File: src/rtl/mac_pipe.sv
// rtl/mac_pipe.sv - pipelined signed multiply-accumulate with valid/ready handshake
//
// Ports:
//   clk, rst_n            clock, synchronous active-low reset
//   in_valid / in_ready   input beat handshake (in_ready = !stall)
//   mode, acc_clr         0 = a*b+c; 1 = acc += a*b (acc_clr restarts the sum)
//   a, b, c, in_last      operands and sideband tag
//   out_valid / out_ready result handshake
//   result, out_ovf       narrowed result and saturate/wrap flag
//   out_last              in_last carried alongside its beat
module mac_pipe #(
    parameter int IN_W     = 16,
    parameter int C_W      = 32,
    parameter int ACC_W    = 40,
    parameter int OUT_W    = 32,
    parameter int SATURATE = 1
) (
    input  logic             clk,
    input  logic             rst_n,
    input  logic             in_valid,
    output logic             in_ready,
    input  logic             mode,
    input  logic             acc_clr,
    input  logic [IN_W-1:0]  a,
    input  logic [IN_W-1:0]  b,
    input  logic [C_W-1:0]   c,
    input  logic             in_last,
    output logic             out_valid,
    input  logic             out_ready,
    output logic [OUT_W-1:0] result,
    output logic             out_ovf,
    output logic             out_last
);
    localparam int P_W = 2 * IN_W;
    localparam logic [OUT_W-1:0] MAX_POS = {1'b0, {(OUT_W-1){1'b1}}};
    localparam logic [OUT_W-1:0] MIN_NEG = {1'b1, {(OUT_W-1){1'b0}}};

    // The whole pipe freezes while a result sits unaccepted at the output.
    logic stall;
    assign stall    = out_valid && !out_ready;
    assign in_ready = !stall;

    // Stage 1: operand capture
    logic                   s1_valid, s1_mode, s1_clr, s1_last;
    logic signed [IN_W-1:0] s1_a, s1_b;
    logic signed [C_W-1:0]  s1_c;

    always_ff @(posedge clk) begin
        if (!rst_n) begin
            s1_valid <= 1'b0;
            s1_mode  <= 1'b0;
            s1_clr   <= 1'b0;
            s1_last  <= 1'b0;
            s1_a     <= '0;
            s1_b     <= '0;
            s1_c     <= '0;
        end else if (!stall) begin
            s1_valid <= in_valid;
            s1_mode  <= mode;
            s1_clr   <= acc_clr;
            s1_last  <= in_last;
            s1_a     <= a;
            s1_b     <= b;
            s1_c     <= c;
        end
    end

    // Stage 2: full-width product. Operands are sign-extended to P_W first so
    // that (-2^(IN_W-1))^2 is exact.
    logic signed [P_W-1:0] a_ext, b_ext;
    assign a_ext = P_W'(s1_a);
    assign b_ext = P_W'(s1_b);

    logic                  s2_valid, s2_mode, s2_clr, s2_last;
    logic signed [P_W-1:0] s2_prod;
    logic signed [C_W-1:0] s2_c;

    always_ff @(posedge clk) begin
        if (!rst_n) begin
            s2_valid <= 1'b0;
            s2_mode  <= 1'b0;
            s2_clr   <= 1'b0;
            s2_last  <= 1'b0;
            s2_prod  <= '0;
            s2_c     <= '0;
        end else if (!stall) begin
            s2_valid <= s1_valid;
            s2_mode  <= s1_mode;
            s2_clr   <= s1_clr;
            s2_last  <= s1_last;
            s2_prod  <= a_ext * b_ext;
            s2_c     <= s1_c;
        end
    end

    // Stage 3: add / accumulate, then narrow to OUT_W
    logic signed [ACC_W-1:0] acc, prod_ext, c_ext, sum;
    assign prod_ext = ACC_W'(s2_prod);
    assign c_ext    = ACC_W'(s2_c);

    always_comb begin
        sum = prod_ext + c_ext;
        if (s2_mode) begin
            sum = s2_clr ? prod_ext : acc + prod_ext;
        end
    end

    // sum fits in OUT_W when every bit from the OUT_W sign bit upward agrees.
    logic [ACC_W-OUT_W:0] sum_hi;
    logic                 fits;
    assign sum_hi = sum[ACC_W-1:OUT_W-1];
    assign fits   = (&sum_hi) || !(|sum_hi);

    logic [OUT_W-1:0] res_n;
    logic             ovf_n;

    always_comb begin
        res_n = sum[OUT_W-1:0];
        ovf_n = 1'b0;
        if (!fits) begin
            ovf_n = 1'b1;
            if (SATURATE != 0) begin
                res_n = sum[ACC_W-1] ? MIN_NEG : MAX_POS;
            end
        end
    end

    // Only real accumulate beats touch the accumulator; bubbles and mul_add
    // beats leave a running sum intact.
    always_ff @(posedge clk) begin
        if (!rst_n) begin
            acc <= '0;
        end else if (!stall && s2_valid && s2_mode) begin
            acc <= sum;
        end
    end

    always_ff @(posedge clk) begin
        if (!rst_n) begin
            out_valid <= 1'b0;
            result    <= '0;
            out_ovf   <= 1'b0;
            out_last  <= 1'b0;
        end else if (!stall) begin
            out_valid <= s2_valid;
            if (s2_valid) begin
                result   <= res_n;
                out_ovf  <= ovf_n;
                out_last <= s2_last;
            end
        end
    end
endmodule

File: config.mk
export PLATFORM = sky130hd
export DESIGN_NAME = mac_pipe
export DESIGN_NICKNAME = d
export VERILOG_FILES = /design/src/rtl/mac_pipe.sv
export SDC_FILE = /design/constraint.sdc
export NUM_CORES = 1
export LEC_CHECK = 0
export CORE_ASPECT_RATIO = 1.5
export CORE_MARGIN = 5
export CORE_UTILIZATION = 42
export DETAILED_ROUTE_END_ITERATION = 8
export RECOVER_POWER = 100
export SYNTH_ARGS = -nofsm -noshare
export SYNTH_HDL_FRONTEND = slang
export SYNTH_SLANG_ARGS = --single-unit
File: constraint.sdc
create_clock -name clk -period 5.75 [get_ports clk]
set_input_delay 0.8625 -clock clk [delete_from_list [all_inputs] [get_ports clk]]
set_output_delay 0.8625 -clock clk [all_outputs]
set_load 0.01 [all_outputs]
# Word level (Yosys, flattened, before mapping)
# Index checks and enable logic that the tools add are counted.
# word_totals
elab_cells,37
n_memories,0
romBits,0
output_inout_bits,36
ram_bits,0
latchBits,0
ff_bits,211
# classes
reduce_logical,10
shifts,0
n_eq_ne,0
add_sub_neg,2
mux,5
bitwise,1
div_mod_pow,0
order_cmp,0
multipliers,1
# op_table
op,n
$mux 40,2
$mux 32,2
$add 40x32->40,1
$add 32x32->33,1
$mul 16x16->32,1
$reduce_and 9->1,1
$reduce_or 9->1,1
$logic_and 1x1->1,3
$logic_not 1->1,3
$reduce_and 2->1,1
$logic_or 1x1->1,1
$mux 1,1
$not 1->1,1

# Depth between registers and ports, before layout
# depth
depth_word,7
depth_mapped,26
mapped_depth_nobuf,24

# Worst setup path before layout
# OpenSTA, ideal clock, no wires.
# synth_timing
kind,reg2reg
start,reg s1_b[8]
end,reg s2_prod[30]
slack_ps,-519
stages_incl_launch_ff,26
t_required_ps,5621
arrival_time_ps,6140
setup_time_ps,129
path_cell_list,dfxtp_1 -> clkbuf_1 -> clkbuf_1 -> nand2_1 -> fa_1 -> inv_1 -> fa_1 -> inv_1 -> fa_1 -> inv_1 -> fa_1 -> fa_1 -> inv_1 -> fa_1 -> inv_1 -> ha_1 -> or3_1 -> o21ai_0 -> a21oi_1 -> a31o_2 -> a2111oi_2 -> o21bai_1 -> a21o_1 -> a311oi_1 -> or3_1 -> nand4_1
# synth_between
elab_chain_len,1
# synth_rtl
element,line_no,source
"start, declared",45,"logic signed [IN_W-1:0] s1_a, s1_b;"
"start signal, assigned",55,s1_b <= '0;
"start signal, assigned",63,s1_b <= b;
$mul 16x16->32,91,s2_prod <= a_ext * b_ext;
"end signal, assigned",91,
"end, declared",75,logic signed [P_W-1:0] s2_prod;
# Every way passes these cells.
# A chain may end at the register's enable or synchronous reset.

# Final worst setup path
# layout_timing
start,reg s1_b[4]
end,reg s2_prod[30]
# The elaborated chain is that of the path after synthesis.

==> reports/results.ini <==
[run_status]
status = finished, violations left
failed_checks = max-capacitance violations, max-slew violations, negative setup slack

[grt]
antenna_found_initial = 0
busiest_layer = met2
use_met2 = 0.418
gr-total-overflow = 0
track_usage = 0.222
grt_max_degree = 103
first_global_vias = 20030
use_met1 = 0.258
grt_first_pass_wirelength_um = 105000
grt_use_met3 = 0.0188

[setup_path]
r2r-start = s1_b[4]
cp-end-kind = register
required_ps = 6160
slowest_delay_ps = 550
startpoint_type = register
cp_slowest_cell = fa_1
cpLargestDelayFamily = adder cells
cp_cell_sequence = buf_6 -> and2_4 -> fa_1 -> inv_1 -> fa_1 -> fa_1 -> inv_2 -> fa_1 -> fa_1 -> inv_1 -> fa_1 -> inv_2 -> ha_4 -> or3_4 -> o21ai_4 -> a21oi_2 -> a31o_2 -> a2111oi_4 -> o21bai_1 -> a21o_1 -> a311oi_2 -> or3_1 -> nand4_1
worstPathBufferInverterCount = 5
rr_worst_depth = 23
startpoint = s1_b[4]
crit_top_cell = fa_1
worst-r2r-setup-slack_ps = -330
critical_path_peak_fanout = 7
worstReg2RegEnd = s2_prod[30]
arrival_ps = 6490
crit_type = register to register

[routing]
drt-wirelength-per-cell_um = 17.9
drtAntennaViolNets = 0
drc = 0
via_count = 19113
viasPerCell = 5.33
wirelength_um = 64100
drt_iter0_drc = 855
drt-pass1-iter-count = 5

[sta]
fin_setup_tns_ps = -1650
setup_violations = 7
min_period_ps = 6080
relSlewSlack = -1.01
skew_ps = 25.8
holdWs_ps = 453
fin_crit_sh = 1.06
finalMaxSlewViolations = 164
finalHoldViolCount = 0
rsz0062_at_grt = yes
timing.fmax_ghz = 0.165
fin_ws_ps = -325
worst-slew-pin-transition_ps = 3010

[min_path]
holdPathStages = 2
hold_path_class = register to register
min-delay-start = s2_c[0]
holdPathEnd = s2_c[0]

[finish]
nFillCells = 5134
drive_gt1_frac = 0.116
final_area_um2 = 26000
final_net_count = 3379
n_antenna_cell = 0
area_growth_pct = 17.0
layout.cells.non_filler = 3589

[clock_network]
insertion_delay_ps = 550
cts_root_buf = clkbuf_16
cts_tree = yes
clkSlewWorstSetupHoldPaths_ps = 60
cts_hold_buf = 0
ctsLongestPathBuffers = 3
numCtsBuffers = 25
htreeDepth = 1
cts_num_sinks = 211

[place]
io_buffer_count = 106
hpwlAfterDp_um = 51500
dpl-instance-area_um2 = 24800
placedCellCount = 3536
place.gp.congestion = 1.02
dp_slack_ps = -503

[logic_synthesis]
yosysSeqAreaShare = 0.190
synth_common_cells = 498 x nand2_1, 345 x inv_1, 264 x fa_1, 255 x a21oi_1, 211 x dfxtp_1
ys_top_cells_by_area = fa_1 24%, dfxtp_1 19%, ha_1 8.6%
async_flop_share = 0
postSynthAreaPerCell_um2 = 8.12
ys_warn_count = 0
ys.flop_type = dfxtp_1
synth-edff-count = 0
netlist_area_um2 = 22200
yosysMostFrequentCell = nand2_1
syn_inst = 2739
yosys.cell_types.count = 89
post-synth-top-area-fraction = 0.238
ys_seq_elements = 211
synth_area_leader_cell = fa_1
syn-num-nets = 3227

[pwr]
intPower_w = 0.00442
vdd_drop_max_mv = 0.208
swShare = 0.412
pwr-share-comb = 0.540
p_switching_w = 0.00310
power_frac_seq = 0.240
clkPwrFrac = 0.220
power_density_nw_per_um2 = 289
leakage_nw = 11.7

[flow_run]
max_cap_viol_count = 3

[floorplan]
die_area_um2 = 57700
boundaryPins = 107
die_h_um = 292
initial_core_util = 0.423
row_count = 103
core-area_um2 = 52600
fp.dieW_um = 198

-- worst reg2reg max path, cell delays in order, from the launching register on --
cell	delay, ps
dfxtp_4	370
buf_6	130
and2_4	130
fa_1	520
inv_1	40
fa_1	450
fa_1	510
inv_2	40
fa_1	490
fa_1	550
inv_1	50
fa_1	490
inv_2	50
ha_4	160
or3_4	380
o21ai_4	70
a21oi_2	50
a31o_2	250
a2111oi_4	390
o21bai_1	100
a21o_1	210
a311oi_2	290
or3_1	150
nand4_1	70
-- repair_timing --
action,CTS,global route
pin swaps,42,34
gates cloned,0,0
endpoints found under the setup margin,11,14
gates resized for setup,50,51
buffers inserted,6,4
-- layout make-up --
cell class	count	area [um2]	share of cell area
Clock buffer	33	696	0.0267
Clock inverter	10	139	0.00534
Inverter	347	1310	0.0503
Multi-Input combinational cell	2047	16500	0.633
Sequential cell	211	4300	0.165
Tap cell	682	853	0.0328
Timing Repair Buffer	259	2250	0.0866
-- registers in the layout, summed over array words and instances, names as in the netlist --
register,cells
s2_mode,1
s1_valid,1
s2_c,32
s2_last,1
s2_valid,1
s1_clr,1
s1_mode,1
s1_b,16
out_valid,1
s2_clr,1
out_ovf,1
acc,40
s1_a,16
s1_last,1
s1_c,32
s2_prod,32
result,32
out_last,1
-- metrics by stage --
step / utilization / power, W
final: 0.495 / 0.00752
after floorplan: - / 0.00454
after global routing: 0.495 / 0.00818
after detailed placement: 0.472 / 0.00565
after CTS: 0.492 / 0.00744
after global placement: 0.472 / 0.00556
-- cell families after synthesis --
kind of cell | after synthesis | synth area share
DFF | 211 | 0.190
buffers and inverters | 481 | 0.0855
muxes | 8 | 0.00360
AOI/OAI and AO/OA | 616 | 0.176
and+or+nand+nor | 919 | 0.187
adders and majority gates | 417 | 0.324
xor gates and xnor gates | 87 | 0.0343
-- per-layer routing --
layer | share of wire | up-vias | routed length (um)
met5 | 0 | - | 0
met4 | 0.043 | 0 | 2750
met3 | 0.034 | 145 | 2210
met2 | 0.54 | 415 | 34400
met1 | 0.39 | 9271 | 24800
li1 | - | 9282 | -
-- layout by cell type (no fill, tap or decap), types with 10 or more instances in the layout --
cell             netlist  layout
a211o_1               13      13
a211oi_1              25      23
a21o_1                39      39
a21oi_1              255     241
a21oi_2                2      14
a311oi_1              12      12
a31oi_1               16      14
and2_1               129     122
buf_4                  1     134
buf_6                  7      13
clkbuf_16              0      25
clkdlybuf4s50_1        0      69
dfxtp_1              211     181
dfxtp_2                0      14
dfxtp_4                0      16
dlygate4sd3_1          0      37
fa_1                 264     256
ha_1                 153     144
inv_1                345     336
nand2_1              498     494
nand2b_1              27      27
nand3_1               37      35
nand4_1               19      19
nor2_1               128     126
nor3_1                30      27
o211ai_1              20      20
o21a_1                10      10
o21ai_0              123     117
o21bai_1              13      13
o22ai_1               22      22
o22ai_2               11      11
xnor2_1               55      53
xor2_1                32      32
-- how the worst max path moves through the flow --
| stage | depth (start not counted) | slack (ps) | end |
|---|---|---|---|
| 2_1_floorplan | 25 | -70 | s2_prod[30] |
| 3_3_place_gp | 22 | -350 | s2_prod[29] |
| 3_5_place_dp | 24 | -500 | s2_prod[29] |
| 4_1_cts | 25 | -330 | s2_prod[30] |
| 5_1_grt | 23 | -540 | s2_prod[30] |
| 6_report | 23 | -330 | s2_prod[30] |
-- power groups by stage --
stage          Sequential (W)  Clock (W)  Combinational (W)
6_report              0.00181    0.00165            0.00406
5_1_grt               0.00183    0.00177            0.00458
2_1_floorplan         0.00177          0            0.00277
3_3_place_gp          0.00184          0            0.00373
4_1_cts               0.00181    0.00171            0.00392
3_5_place_dp          0.00184          0            0.00381
Power figures use the tool's default switching activity.
